## src/rtl/stopwatch_seconds_stage_if.sv

```systemverilog
// Command/status bundle between the stopwatch control and the seconds stage.
// Latency: none, plain wires.
// Backpressure: none; commands are single-cycle pulses, status is level/pulse.
interface stopwatch_seconds_stage_if;
  logic       start;
  logic       stop;
  logic       clear;
  logic [5:0] sec_count;
  logic       min_enable;
  logic       clear_out;
  logic       running;

  // Command source side (control logic or bench)
  modport master (
    output start, stop, clear,
    input  sec_count, min_enable, clear_out, running
  );

  // Seconds stage side
  modport slave (
    input  start, stop, clear,
    output sec_count, min_enable, clear_out, running
  );
endinterface

```

## src/rtl/stopwatch_seconds_stage.sv

```systemverilog
// Run-control FSM, clock prescaler and 0-59 seconds counter feeding the minutes stage.
// Latency: commands act on the edge that samples them; counting starts the edge after start.
// Backpressure: none; every command pulse is accepted, all outputs are registered.
module stopwatch_seconds_stage #(
  parameter int TICKS_PER_SEC = 100000000,
  parameter int PRESC_W       = $clog2(TICKS_PER_SEC)
) (
  input  logic                      clk,
  input  logic                      rst_n,
  stopwatch_seconds_stage_if.slave  io
);

  typedef enum logic [1:0] {
    S_IDLE    = 2'd0,
    S_RUNNING = 2'd1,
    S_PAUSED  = 2'd2
  } state_t;

  localparam logic [PRESC_W-1:0] PRESC_MAX = PRESC_W'(TICKS_PER_SEC - 1);
  localparam logic [PRESC_W-1:0] PRESC_ONE = PRESC_W'(1);

  state_t             r_state;
  logic [PRESC_W-1:0] r_presc;
  logic [5:0]         r_sec;
  logic               r_min_enable;
  logic               r_clear_out;
  logic               r_running;

  logic               w_last_tick;
  logic               w_last_sec;

  assign w_last_tick = (r_presc == PRESC_MAX);
  assign w_last_sec  = (r_sec == 6'd59);

  // FSM, prescaler and seconds counter in one block so clear/stop can veto the advance
  always_ff @(posedge clk or negedge rst_n) begin
    if (!rst_n) begin
      r_state      <= S_IDLE;
      r_presc      <= '0;
      r_sec        <= 6'd0;
      r_min_enable <= 1'b0;
      r_clear_out  <= 1'b0;
      r_running    <= 1'b0;
    end else if (io.clear) begin
      // clear beats everything, including a wrap on this same edge
      r_state      <= S_IDLE;
      r_presc      <= '0;
      r_sec        <= 6'd0;
      r_min_enable <= 1'b0;
      r_clear_out  <= 1'b1;
      r_running    <= 1'b0;
    end else begin
      r_clear_out  <= 1'b0;
      r_min_enable <= 1'b0;
      case (r_state)
        S_IDLE, S_PAUSED: begin
          // stop is meaningless here, so start applies even if both arrive
          if (io.start) begin
            r_state   <= S_RUNNING;
            r_running <= 1'b1;
          end
        end
        S_RUNNING: begin
          if (io.stop) begin
            // prescaler frozen: the partial second survives the pause
            r_state   <= S_PAUSED;
            r_running <= 1'b0;
          end else if (w_last_tick) begin
            r_presc <= '0;
            if (w_last_sec) begin
              r_sec        <= 6'd0;
              r_min_enable <= 1'b1;
            end else begin
              r_sec <= r_sec + 6'd1;
            end
          end else begin
            r_presc <= r_presc + PRESC_ONE;
          end
        end
        default: begin
          r_state   <= S_IDLE;
          r_running <= 1'b0;
        end
      endcase
    end
  end

  assign io.sec_count  = r_sec;
  assign io.min_enable = r_min_enable;
  assign io.clear_out  = r_clear_out;
  assign io.running    = r_running;

endmodule

```

## src/flat_wrapper.sv

```systemverilog
// flat-port wrapper written by rule: the top's interface ports become plain ports
module stopwatch_seconds_stage_flat 
#(
  parameter int TICKS_PER_SEC = 100000000,
  parameter int PRESC_W       = $clog2(TICKS_PER_SEC)
)
  (clk, rst_n, io_start, io_stop, io_clear, io_sec_count, io_min_enable, io_clear_out, io_running);
  stopwatch_seconds_stage_if io_i ();
  input  logic clk;
  input  logic rst_n;
  input wire logic [$bits(io_i.start)-1:0] io_start;
  input wire logic [$bits(io_i.stop)-1:0] io_stop;
  input wire logic [$bits(io_i.clear)-1:0] io_clear;
  output wire logic [$bits(io_i.sec_count)-1:0] io_sec_count;
  output wire logic [$bits(io_i.min_enable)-1:0] io_min_enable;
  output wire logic [$bits(io_i.clear_out)-1:0] io_clear_out;
  output wire logic [$bits(io_i.running)-1:0] io_running;
  assign io_i.start = io_start;
  assign io_i.stop = io_stop;
  assign io_i.clear = io_clear;
  assign io_sec_count = io_i.sec_count;
  assign io_min_enable = io_i.min_enable;
  assign io_clear_out = io_i.clear_out;
  assign io_running = io_i.running;
  stopwatch_seconds_stage #(.TICKS_PER_SEC(TICKS_PER_SEC), .PRESC_W(PRESC_W)) u_core (.clk(clk), .rst_n(rst_n), .io(io_i));
endmodule
```

## config.mk

```make
export PLATFORM = sky130hd
export DESIGN_NAME = stopwatch_seconds_stage_flat
export DESIGN_NICKNAME = d
export VERILOG_FILES = /design/src/rtl/stopwatch_seconds_stage_if.sv /design/src/rtl/stopwatch_seconds_stage.sv /design/src/flat_wrapper.sv
export SDC_FILE = /design/constraint.sdc
export NUM_CORES = 1
export LEC_CHECK = 0
export ABC_AREA = 1
export CORE_MARGIN = 5
export CORE_UTILIZATION = 45
export DETAILED_ROUTE_END_ITERATION = 8
export GPL_TIMING_DRIVEN = 0
export SLEW_MARGIN = 20
export SYNTH_ARGS = -nofsm -noshare
export SYNTH_HDL_FRONTEND = slang
export SYNTH_SLANG_ARGS = --single-unit
export TNS_END_PERCENT = 30
```

## constraint.sdc

```tcl
create_clock -name clk -period 2.7 [get_ports clk]
set_input_delay 0.54 -clock clk [delete_from_list [all_inputs] [get_ports clk]]
set_output_delay 0.54 -clock clk [all_outputs]
set_load 0.005 [all_outputs]
```

==> results.cfg, run 1 <==
[status]
outcome = completed

[place]
dpl_worst_slack_ns = 0.459
numPortBuffers = 13
hpwl_um = 3900
place_area_sq_um = 2530
gp_congestion = 0.809

[cts]
cts-root-buf = clkbuf_8
cts_hold_buf = 0
post-cts-setup-buffers = 0
htree_levels = 2
cts_buffers = 5
cts_tree = built
clock_latency_ns = 0.29
cts_sinks = 37
cts_buffer_depth = 2
ctsResizeCount = 0
clkTransAtPathRegs_ns = 0.08

[logic_synthesis]
synth_area_leaders = dfrtp_1 (40%), nand2_1 (17%), nor2_1 (11%), nand3_1 (6.1%), inv_1 (5.6%)
synth_area_sq_um = 2290
syn_nets = 344
synth-adder-area-share_pct = 1.09
synth_ff_type = dfrtp_1
synth_top_family_by_area = simple AND/OR/NAND/NOR gates
syn_inst = 337
yosysTopAreaCell = dfrtp_1
synth-async-reset-ratio_pct = 100
netlist.area_leader.share_pct = 40.5
synthMuxAreaShare_pct = 0
synth_edf_count = 0
synth_simple_gate_area_share_pct = 45.5
ys_seq_elements = 37
yosys_warnings = 0
synth_xor_area_share_pct = 3.06
avgSynthCellArea_sq_um = 6.79
ys_seq_area_share_pct = 40.5
synth_compound_area_share_pct = 2.30
synth.distinct_cells = 27

[detailed_routing]
avgViaCountPerCell = 4.81
first_pass_iters = 4
drc_errors = 0
vias = 2062
wl_per_cell_um = 12.0
finalWirelength_um = 5150
postRouteAntennaNets = 0
drtIter0Drc = 109

[grt]
grt_overflow = 0
grt_pass1_vias = 1939
antenna_found_initial = 0
grt.total_usage_pct = 18.1
grt_pass1_wl_um = 9180
grt_max_degree = 20

[floorplanning]
rows = 26
io_pins = 14
die-area_sq_um = 6610
die_y_um = 81.3
die_x_um = 81.3
initial_core_util_pct = 45.7
design.core.area_sq_um = 5010

[sta]
fin_tns_setup_ns = 0
holdWs_ns = 0.191
timing.final.ws_setup_ns = 0.763
slew_viol_final = 0
period_share_pct = 71.7
period_minus_slack_ns = 1.94
relSlewSlack_pct = 68.0
fmax_mhz = 516
final_hold_viol_count = 0
rsz0062_at_grt = no
skew_ns = 0.00783
setup_violations = 0
worstMarginPinSlew_ns = 0.480

[finish]
nFillCells = 541
fin_util_pct = 52.1
multi_input_area_sq_um = 1190
fin_area_sq_um = 2610
area.growth.synth_to_final_pct = 14.1
final_nets = 365
diodes = 0
drive_above_1_share_pct = 8.36
regArea_sq_um = 926

[setup_path]
critPathLaunch = io_clear
r2r_end = u_core.io.min_enable
crit_path_end_kind = register
cp_max_fo = 10
critPathTopFamily = buffers and inverters
worst-endpoint-arrival_ns = 2.16
reg2reg_from = u_core.io.sec_count[0]
crit_type = primary input to register
reg2reg_slack_ns = 0.96
reg2regPathDepth = 5
crit_buf_inv = 4
crit_end = u_core.r_presc[4]
cp_slowest_cell = clkdlybuf4s50_1
max_stage_delay_ns = 0.47
crit_cells = 9
cp.required_ns = 2.92
crit_chain = clkdlybuf4s50_1, buf_4, inv_2, nand2_1, buf_2, nand3_1, o21bai_1, o21ai_1, nor2_1
start_kind = primary input

[job]
drv_cap = 0

[power]
leakagePower_nw = 1.19
power_density_nw_per_um2 = 417
irDropWorstVdd_v = 0.000225

[worst_hold_path]
hold_path_class = primary input to async pin
[how the worst min path moves through the flow]
stage / start / to / cells after the start
final: rst_n / u_core.r_presc[20] / 1
after CTS: rst_n / u_core.r_presc[20] / 1
after floorplan: rst_n / u_core.io.clear_out / 0
after global placement: u_core.r_presc[1] / u_core.r_presc[1] / 2
after global routing: rst_n / u_core.r_presc[20] / 1
after detailed placement: u_core.r_presc[1] / u_core.r_presc[1] / 2
[layout make-up]
class	instances	share of cell area, %
Multi-Input combinational cell	259	45.5
Sequential cell	37	35.5
Timing Repair Buffer	14	5.85
Inverter	36	5.17
Tap cell	70	3.35
Clock buffer	6	2.78
Buffer	5	1.49
Clock inverter	2	0.383
[worst register-to-register path: cells and delay by family (launching register included)]
family	cells	cell delay (ns)
flip-flops	1	0.47
adder cells (fa/ha/maj)	1	0.25
AND/OR/NAND/NOR	4	0.90
[sequential cells by signal (all words and copies together), names as in the netlist]
signal                cells
u_core.io.sec_count       6
u_core.io.clear_out       1
u_core.r_presc           27
u_core.r_state            2
u_core.io.min_enable      1
[routing by layer]
layer	share of wire, %	up-vias	global-route usage (%)
li1	-	1096	-
met1	50	929	26.0
met2	44	26	27.0
met3	4.1	11	4.10
met4	1.6	0	5.57
met5	0	-	0
[kinds of logic (layout without fill, tap and decap cells)]
kind of cell / after synthesis / count (layout)
compound gates: 9 / 9
buf+inv: 41 / 63
xor+xnor: 8 / 8
fa+ha+maj: 2 / 2
simple gates: 240 / 240
flops: 37 / 37
[cells in the final DEF (no fill, tap or decap), types with 6 or more instances in the layout]
cell and count:
nor2_2 8, dfrtp_1 37, inv_1 34, nor2_1 65
clkdlybuf4s50_1 12, nor3_1 9, nand2_1 106, xor2_1 6
nand4_1 12, nand3_1 28
[cell usage after synthesis, types with 2 or more instances]
master    instances
a21oi_1           2
nand2_1         106
inv_1            34
o21ai_0           3
nor2_2            8
o21bai_1          2
nand2_2           5
buf_6             2
ha_1              2
xor2_1            6
nand2_4           2
nand3b_1          2
nand3_1          28
dfrtp_1          37
inv_2             2
xnor2_1           2
nand4_1          12
nor3_1            9
nor2_1           65
[metrics by stage]
stage / total power, mW / cells
2_1_floorplan: 0.663 / 337
3_3_place_gp: 0.713 / 420
3_5_place_dp: 0.719 / 421
4_1_cts: 1.11 / 429
5_1_grt: 1.14 / 429
6_report: 1.09 / 429
[where the power goes]
group | switching [mW] | leakage, nW | internal [mW] | total (mW)
registers | 0.0172 | 0.510 | 0.571 | 0.588
clock network | 0.203 | 0.0450 | 0.179 | 0.382
logic | 0.0729 | 0.634 | 0.0450 | 0.118
Power figures use the tool's default switching activity.
==> run 2: changes to the inputs <==
- clock period: 2.7 -> 1.9 ns (I/O delays scaled with it)
==> results.cfg, run 2 (synthesized netlist as in run 1, its figures left out) <==
[status]
outcome = completed

[grt]
grt_pass1_vias = 1939
grt_overflow = 0
grt.total_usage_pct = 18.1
grt_pass1_wl_um = 9180
grt_max_degree = 20
antenna_found_initial = 0

[sta]
setup_violations = 0
final_hold_viol_count = 0
period_share_pct = 91.7
rsz0062_at_grt = no
fmax_mhz = 574
relSlewSlack_pct = 68.1
worstMarginPinSlew_ns = 0.479
skew_ns = 0.00775
fin_tns_setup_ns = 0
period_minus_slack_ns = 1.74
slew_viol_final = 0

[finish]
drive_above_1_share_pct = 8.91
multi_input_area_sq_um = 1190
layout_commonest_cell = nand2_1
largest_reg_flops = 27
top_register = u_core.r_presc
fin_area_sq_um = 2620
final_nets = 365
area.growth.synth_to_final_pct = 14.4
diodes = 0
layout_common_cells = nand2_1 (106), nor2_1 (63), dfrtp_1 (37)
regArea_sq_um = 926
nFillCells = 538

[cts]
cts-root-buf = clkbuf_8
clkTransAtPathRegs_ns = 0.08
cts_sinks = 37
cts_buffer_depth = 2
cts_hold_buf = 0
cts_tree = built
htree_levels = 2
cts_buffers = 5
clock_latency_ns = 0.29

[setup_path]
cp_max_fo = 10
crit_path_end_kind = register
worst-endpoint-arrival_ns = 1.93
cp_slowest_cell = clkdlybuf4s50_1
reg2regPathDepth = 5
reg2reg_slack_ns = 0.16
critPathTopFamily = simple AND/OR/NAND/NOR gates
cp.required_ns = 2.09
max_stage_delay_ns = 0.47
start_kind = primary input
crit_buf_inv = 3
critPathLaunch = io_clear
reg2reg_from = u_core.io.sec_count[0]
r2r_end = u_core.io.min_enable
crit_type = primary input to register
crit_chain = clkdlybuf4s50_1, buf_4, inv_2, nand2_1, nand2_2, nor2_2, nand2_1, nor2_1, nor2_1

[detailed_routing]
wl_per_cell_um = 12.0
vias = 2073
drtIter0Drc = 108
postRouteAntennaNets = 0
first_pass_iters = 4
finalWirelength_um = 5130
avgViaCountPerCell = 4.83
drc_errors = 0

[floorplanning]
die_x_um = 81.3
design.core.area_sq_um = 5010
die_y_um = 81.3
die-area_sq_um = 6610
initial_core_util_pct = 45.7
io_pins = 14
rows = 26

[place]
place_area_sq_um = 2530
numPortBuffers = 13
hpwl_um = 3900
gp_congestion = 0.809

[job]
drv_cap = 0

[power]
irDropWorstVdd_v = 0.000326
leakagePower_nw = 1.19
power_density_nw_per_um2 = 590

[worst_hold_path]
hold_path_class = primary input to async pin
[run 2: cell types whose count changed in the layout (fill, tap and decap cells not counted)]
| cell | change |
|---|---|
| buf_2 | -1 |
| nor2_1 | -2 |
| nor2_2 | +2 |
| clkbuf_4 | +1 |
[run 2: worst max-delay path by stage]
stage / end / slack [ns] / cells past startpoint
global route: u_core.r_presc[14] / 0.002 / 10
CTS: u_core.r_presc[23] / 0.13 / 10
global placement: u_core.r_presc[2] / -0.49 / 1
floorplan: u_core.io.sec_count[3] / 0.41 / 11
detailed placement: u_core.r_presc[23] / -0.18 / 10
finish: u_core.r_presc[22] / 0.16 / 9
[run 2: metrics by stage]
stage / instances / total power, mW / worst slack, ns / utilization, % / hold WS, ns
CTS: 429 / 1.57 / 0.126 / 52.1 / 0.0480
global placement: 420 / 1.01 / -0.490 / 50.0 / 0.503
detailed placement: 421 / 1.02 / -0.181 / 50.5 / 0.368
finish: 429 / 1.54 / 0.159 / 52.3 / 0.0318
floorplan: 337 / 0.942 / 0.413 / - / 0.0844
global route: 429 / 1.63 / 0.00201 / 52.3 / 0.0688
[run 2: what timing repair did]
| action | in CTS | in global routing |
|---|---|---|
| setup endpoints to repair | 0 | 6 |
| setup buffers | 0 | 0 |
| resized for setup | 0 | 3 |
[run 2: per-layer routing]
layer,wire (um),GRT usage (%)
met5,0,0
met4,59,5.57
met3,175,4.10
met2,2290,27.0
met1,2610,26.0
[run 2: final cells by class]
type	instances	share of cell area (%)
Clock buffer	6	2.77
Tap cell	70	3.34
Sequential cell	37	35.4
Timing Repair Buffer	14	5.83
Inverter	36	5.16
Clock inverter	2	0.382
Multi-Input combinational cell	259	45.6
Buffer	5	1.58
[run 2: power breakdown]
part	internal (mW)	switching (mW)
combinational	0.0647	0.104
sequential	0.811	0.0246
clock	0.254	0.286
